<file path="src/rtl/game_pkg.sv">
// game_pkg: shared state encoding, slot defaults and popcount helper for the game object controller
package game_pkg;
    localparam int STATE_W     = 2;
    localparam int N_BULLET_DEF = 5;
    localparam int N_ENEMY_DEF  = 6;
    localparam int MAX_SLOTS    = 16;

    typedef enum logic [STATE_W-1:0] {
        ST_IDLE  = 2'd0,
        ST_PLAY  = 2'd1,
        ST_DYING = 2'd2,
        ST_OVER  = 2'd3
    } state_t;

    function automatic logic [4:0] popcount(input logic [MAX_SLOTS-1:0] v);
        logic [4:0] c;
        c = '0;
        for (int i = 0; i < MAX_SLOTS; i++) c = c + 5'(v[i]);
        return c;
    endfunction
endpackage

</file>
<file path="src/rtl/game_obj_ctrl_slot_pool.sv">
// slot_pool: slot bitmap with lowest-free allocation and registered grant
//  clk, reset   clock, synchronous active-high reset
//  req          allocation request (one-cycle pulse)
//  en           allocation allowed; when low the bitmap is forced to 0
//  free         per-slot retire; clears matching active bits
//  active       registered slot bitmap
//  grant, idx   registered grant pulse and granted slot
//  refused      combinational: req that cannot be granted this cycle
module slot_pool #(
    parameter int N = 5,
    localparam int IW = (N > 1) ? $clog2(N) : 1
) (
    input  logic          clk,
    input  logic          reset,
    input  logic          req,
    input  logic          en,
    input  logic [N-1:0]  free,
    output logic [N-1:0]  active,
    output logic          grant,
    output logic [IW-1:0] idx,
    output logic          refused
);
    logic [IW-1:0] free_idx;
    logic          found;
    logic          take;

    // Scan from the top so the lowest clear bit is the last one written.
    always_comb begin
        free_idx = '0;
        found    = 1'b0;
        for (int i = N - 1; i >= 0; i--) begin
            if (!active[i]) begin
                free_idx = IW'(i);
                found    = 1'b1;
            end
        end
    end

    assign take    = req && en && found;
    assign refused = req && !take;

    // Allocation looks only at the registered bitmap, so a slot freed this
    // cycle cannot be handed out again until the next one.
    always_ff @(posedge clk) begin
        if (reset) begin
            active <= '0;
            grant  <= 1'b0;
            idx    <= '0;
        end else begin
            active <= en ? ((active & ~free) | (take ? (N'(1) << free_idx) : '0)) : '0;
            grant  <= take;
            if (take) idx <= free_idx;
        end
    end
endmodule

</file>
<file path="src/rtl/game_obj_ctrl.sv">
// game_obj_ctrl: run/dead FSM, bullet and enemy slot allocation, saturating kill score
//  clk, reset                     clock, synchronous active-high reset
//  tick                           frame strobe, paces the DYING countdown
//  start                          start/restart level, rising edge detected here
//  fire, spawn                    bullet / enemy allocation requests
//  bullet_free, enemy_kill        per-slot retire bits
//  player_hit                     player collision, ends the run
//  state, dead                    FSM state and dead flag
//  bullet_active, enemy_active    slot bitmaps
//  fire_grant/fire_idx, spawn_grant/spawn_idx   registered allocation results
//  alloc_drop                     a fire or spawn request was refused
//  score                          saturating kill count
module game_obj_ctrl
    import game_pkg::*;
#(
    parameter int N_BULLET   = N_BULLET_DEF,
    parameter int N_ENEMY    = N_ENEMY_DEF,
    parameter int DEAD_TICKS = 60,
    parameter int SCORE_W    = 10,
    localparam int BW = (N_BULLET > 1) ? $clog2(N_BULLET) : 1,
    localparam int EW = (N_ENEMY > 1) ? $clog2(N_ENEMY) : 1
) (
    input  logic                clk,
    input  logic                reset,
    input  logic                tick,
    input  logic                start,
    input  logic                fire,
    input  logic                spawn,
    input  logic [N_BULLET-1:0] bullet_free,
    input  logic [N_ENEMY-1:0]  enemy_kill,
    input  logic                player_hit,
    output logic [STATE_W-1:0]  state,
    output logic                dead,
    output logic [N_BULLET-1:0] bullet_active,
    output logic [N_ENEMY-1:0]  enemy_active,
    output logic                fire_grant,
    output logic [BW-1:0]       fire_idx,
    output logic                spawn_grant,
    output logic [EW-1:0]       spawn_idx,
    output logic                alloc_drop,
    output logic [SCORE_W-1:0]  score
);
    localparam int CW = $clog2(DEAD_TICKS + 1);
    localparam int SW = SCORE_W + 5;

    state_t        st;
    logic [CW-1:0] cnt;
    logic          start_q;
    logic          start_rise;
    logic          en;
    logic          b_ref;
    logic          e_ref;
    logic [4:0]    kills;
    logic [SW-1:0] sum;
    logic [SCORE_W-1:0] score_next;

    assign start_rise = start && !start_q;
    // A hit wins over allocation, and dropping en also wipes both bitmaps
    // on the edge that enters DYING and keeps them empty outside PLAY.
    assign en         = (st == ST_PLAY) && !player_hit;
    assign kills      = popcount(MAX_SLOTS'(enemy_kill & enemy_active));
    assign sum        = SW'(score) + SW'(kills);
    assign score_next = (sum > SW'({SCORE_W{1'b1}})) ? {SCORE_W{1'b1}} : sum[SCORE_W-1:0];
    assign state      = st;

    slot_pool #(.N(N_BULLET)) u_bullets (
        .clk     (clk),
        .reset   (reset),
        .req     (fire),
        .en      (en),
        .free    (bullet_free),
        .active  (bullet_active),
        .grant   (fire_grant),
        .idx     (fire_idx),
        .refused (b_ref)
    );

    slot_pool #(.N(N_ENEMY)) u_enemies (
        .clk     (clk),
        .reset   (reset),
        .req     (spawn),
        .en      (en),
        .free    (enemy_kill),
        .active  (enemy_active),
        .grant   (spawn_grant),
        .idx     (spawn_idx),
        .refused (e_ref)
    );

    always_ff @(posedge clk) begin
        if (reset) begin
            st         <= ST_IDLE;
            dead       <= 1'b0;
            cnt        <= '0;
            score      <= '0;
            start_q    <= 1'b0;
            alloc_drop <= 1'b0;
        end else begin
            start_q    <= start;
            alloc_drop <= b_ref || e_ref;
            case (st)
                ST_IDLE: if (start_rise) begin
                    st    <= ST_PLAY;
                    score <= '0;
                end
                ST_PLAY: begin
                    score <= score_next;
                    if (player_hit) begin
                        st   <= ST_DYING;
                        dead <= 1'b1;
                        cnt  <= CW'(DEAD_TICKS);
                    end
                end
                ST_DYING: begin
                    if (cnt == '0) st <= ST_OVER;
                    else if (tick) cnt <= cnt - 1'b1;
                end
                ST_OVER: if (start_rise) begin
                    st   <= ST_IDLE;
                    dead <= 1'b0;
                end
                default: st <= ST_IDLE;
            endcase
        end
    end
endmodule

</file>
<file path="config.mk">
export PLATFORM = sky130hd
export DESIGN_NAME = game_obj_ctrl
export DESIGN_NICKNAME = d
export VERILOG_FILES = /design/src/rtl/game_pkg.sv /design/src/rtl/game_obj_ctrl_slot_pool.sv /design/src/rtl/game_obj_ctrl.sv
export SDC_FILE = /design/constraint.sdc
export NUM_CORES = 1
export LEC_CHECK = 0
export CELL_PAD_IN_SITES_DETAIL_PLACEMENT = 1
export CELL_PAD_IN_SITES_GLOBAL_PLACEMENT = 2
export CORE_AREA = 4 4 71 122
export DETAILED_ROUTE_END_ITERATION = 8
export DIE_AREA = 0 0 75 126
export GPL_TIMING_DRIVEN = 0
export PLACE_DENSITY = 0.86
export SLEW_MARGIN = 10
export SYNTH_ARGS = -nofsm -noshare
export SYNTH_HDL_FRONTEND = slang
export SYNTH_HIERARCHICAL = 1
export SYNTH_SLANG_ARGS = --single-unit
export TNS_END_PERCENT = 100
</file>
<file path="constraint.sdc">
create_clock -name clk -period 5.3 [get_ports clk]
set_input_delay 1.59 -clock clk [delete_from_list [all_inputs] [get_ports clk]]
set_output_delay 1.59 -clock clk [all_outputs]
set_load 0.005 [all_outputs]
</file>
==> impl_metrics.tcl <==
set metrics [dict create \
    status "completed" \
    worstPathCellList "clkdlybuf4s50_1 -> and2_1 -> fa_1 -> fa_1 -> fa_1 -> inv_1 -> fa_1 -> nor2b_1 -> o2111ai_1 -> o31ai_1 -> a22o_1" \
    yosys-mux-area-fraction 0.0339 \
    numCtsBuffers 5 \
    crit_family "adder cells" \
    vias_per_cell 5.29 \
    ys_seq_area_frac 0.356 \
    antenna_left 0 \
    cts-resized-gates 0 \
    synth_top_cell_by_area "dfxtp_1" \
    dpl-instance-area_mm2 0.00286 \
    ctsHoldBuffers 0 \
    ys_types 59 \
    skew_ps 6.07 \
    hpwl_um 5130 \
    clockBufferDepth 2 \
    powerDensity_mw_per_mm2 342 \
    hp-class "flop to flop" \
    rsz0062_at_grt "false" \
    clk_pin_slew_ps 60 \
    fin_ws_ps 585 \
    path_max_fanout 5 \
    dr.pass1.iters 4 \
    synth_edf_count 0 \
    antenna_found_initial 0 \
    regArea_um2 801 \
    synth_flop_cell "dfxtp_1" \
    start_util 0.295 \
    layout.nets 342 \
    port_buffers 50 \
    path_class "input port to flop" \
    grt_max_degree 19 \
    cts_tree "done" \
    slowest_stage "fa_1" \
    synth_compound_area_frac 0.249 \
    layout-drive-gt1-share 0.0836 \
    dieHeight_um 126 \
    pre_cts_ws_ps 324 \
    die_x_um 75 \
    min_period_over_period 0.890 \
    antenna-diode-count 0 \
    path_buf_inv 2 \
    crit_path_end_kind "flop" \
    setup_viol 0 \
    postCtsSetupBuffers 0 \
    yosys-top-cells-area "dfxtp_1 36%, ha_1 5.6%, nor2_1 4.2%" \
    synthArstFlopShare 0 \
    grt_pass1_wl_um 10900 \
    hold_violations 0 \
    max_freq_mhz 212 \
    worst_slew_pin_slew_ps 720 \
    grt_usage 0.149 \
    fin_setup_tns_ps 0 \
    cts.sinks 40 \
    netlist_area_mm2 0.00225 \
    wl_per_cell_um 16.1 \
    yosys.area.top_type_share 0.356 \
    critPathArrivalTime_ps 4900 \
    root_buffer "clkbuf_16" \
    core_area_mm2 0.00762 \
    row_count 42 \
    vias 2112 \
    peakVddDrop_v 0.000172 \
    area_growth_pct 35.1 \
    place_congestion 0.801 \
    synthSimpleGateAreaFrac 0.222 \
    nFillCells 865 \
    synth_fa_ha_area_frac 0.0913 \
    netlist_instances 253 \
    multi_input_area_mm2 0.00135 \
    crit_top_cell "fa_1" \
    ys_seq_elements 40 \
    yosysWarnings 6 \
    grt_pass1_vias 2300 \
    worstSetupStartpointType "input port" \
    holdWs_ps 492 \
    slew_headroom 0.508 \
    slew_violations 0 \
    htreeDepth 2 \
    cap_violations 0 \
    top_level_ports 51 \
    synth-xor-area-share 0.00390 \
    syn_avg_cell_area_um2 8.89 \
    wl_um 6420 \
    drc 0 \
    cpPeakStageDelay_ps 510 \
    fin_crit_ps 4720 \
    p_leak_uw 0.00110 \
    insertion_delay_ps 290 \
    stdcell_area_mm2 0.00304 \
    synth_top_family_by_area "compound AO/OA/AOI/OAI gates" \
    crit_required_ps 5480 \
    drtIter0Drc 52 \
    grt-ovfl-total 0 \
    die_area_mm2 0.00945 \
    synth_nets 285 \
    finalPower_uw 1040 \
]
through the flow:
step                std cells  utilization
finish                    399        0.399
global route              399        0.399
CTS                       399        0.399
detailed placement        391        0.375
global placement          391        0.375
floorplan                 253            -
sequential cells by signal, indices dropped and copies added, names as in the netlist:
signal and count:
u_bullets/idx 3, u_bullets/active 5, dead 1, cnt 6, u_enemies/grant 1, u_bullets/grant 1, state 2, score 10
alloc_drop 1, u_enemies/idx 3, start_q 1, u_enemies/active 6
where the power goes:
group | leakage (uW) | internal (uW) | switching [uW] | total [uW]
Sequential | 0.000324 | 328 | 27.8 | 356
Clock | 0.0000871 | 236 | 126 | 362
Combinational | 0.000692 | 148 | 172 | 320
Total | 0.00110 | 712 | 326 | 1040
worst reg2reg max path: cells and delay by family, from the launching register on:
| family | cells | cell delay [ps] |
|---|---|---|
| adders and majority gates | 4 | 1630 |
| and+or+nand+nor | 2 | 300 |
| DFF | 1 | 470 |
| AOI/OAI and AO/OA | 3 | 840 |
| buffers and inverters | 1 | 90 |
placed cells by master (no fill, tap or decap), drive strengths merged, types with 8 or more instances in the layout:
cell,instances
clkdlybuf4s50,50
a31oi,8
dfxtp,40
o21ai,14
and2,11
a21oi,14
clkbuf,8
ha,10
nor2,25
nand2,13
inv,18
cell usage after synthesis, types with 3 or more instances:
cell,n
a21o_1,3
nor3b_1,3
fa_1,4
and2_1,11
o21a_1,3
a21oi_1,13
o21ai_0,13
o31ai_1,5
nand2b_1,6
nor2b_1,6
mux2_2,5
nor3_1,4
dfxtp_1,40
inv_1,17
nand2_1,12
a31oi_1,8
o211ai_1,3
nand3b_1,4
and4_1,3
nor2_1,25
o2bb2ai_1,3
ha_1,10
a211oi_1,5
kinds of logic after synthesis:
| logic type | after synthesis |
|---|---|
| simple gates | 90 |
| compound gates | 79 |
| flops | 40 |
| buf+inv | 22 |
| fa+ha+maj | 14 |
| mux | 7 |
| xor+xnor | 1 |
path summary, 6_finish.rpt:
check        depth (start not counted)                           start  slack, ps               endpoint
min                                  1           score[1]$_SDFFE_PP0P_        490  score[1]$_SDFFE_PP0P_
max reg2reg                         10  u_enemies/active[2]$_SDFF_PP0_       1870  score[7]$_SDFFE_PP0P_
min reg2reg                          1           score[1]$_SDFFE_PP0P_        490  score[1]$_SDFFE_PP0P_
max                                 11                   enemy_kill[0]        580  score[7]$_SDFFE_PP0P_
final cells by class:
type,count,share of cell area
Multi-Input combinational cell,191,0.445
Sequential cell,40,0.264
Timing Repair Buffer,50,0.165
Clock buffer,6,0.0457
Tap cell,88,0.0363
Inverter,18,0.0222
Clock inverter,2,0.0128
Buffer,4,0.00989
routing by layer:
metal / track usage / wire length [um]
met5: 0 / 0
met4: 0.0765 / 218
met3: 0.0303 / 169
met2: 0.281 / 3720
met1: 0.144 / 2310
(Power assumes the default switching activity.)
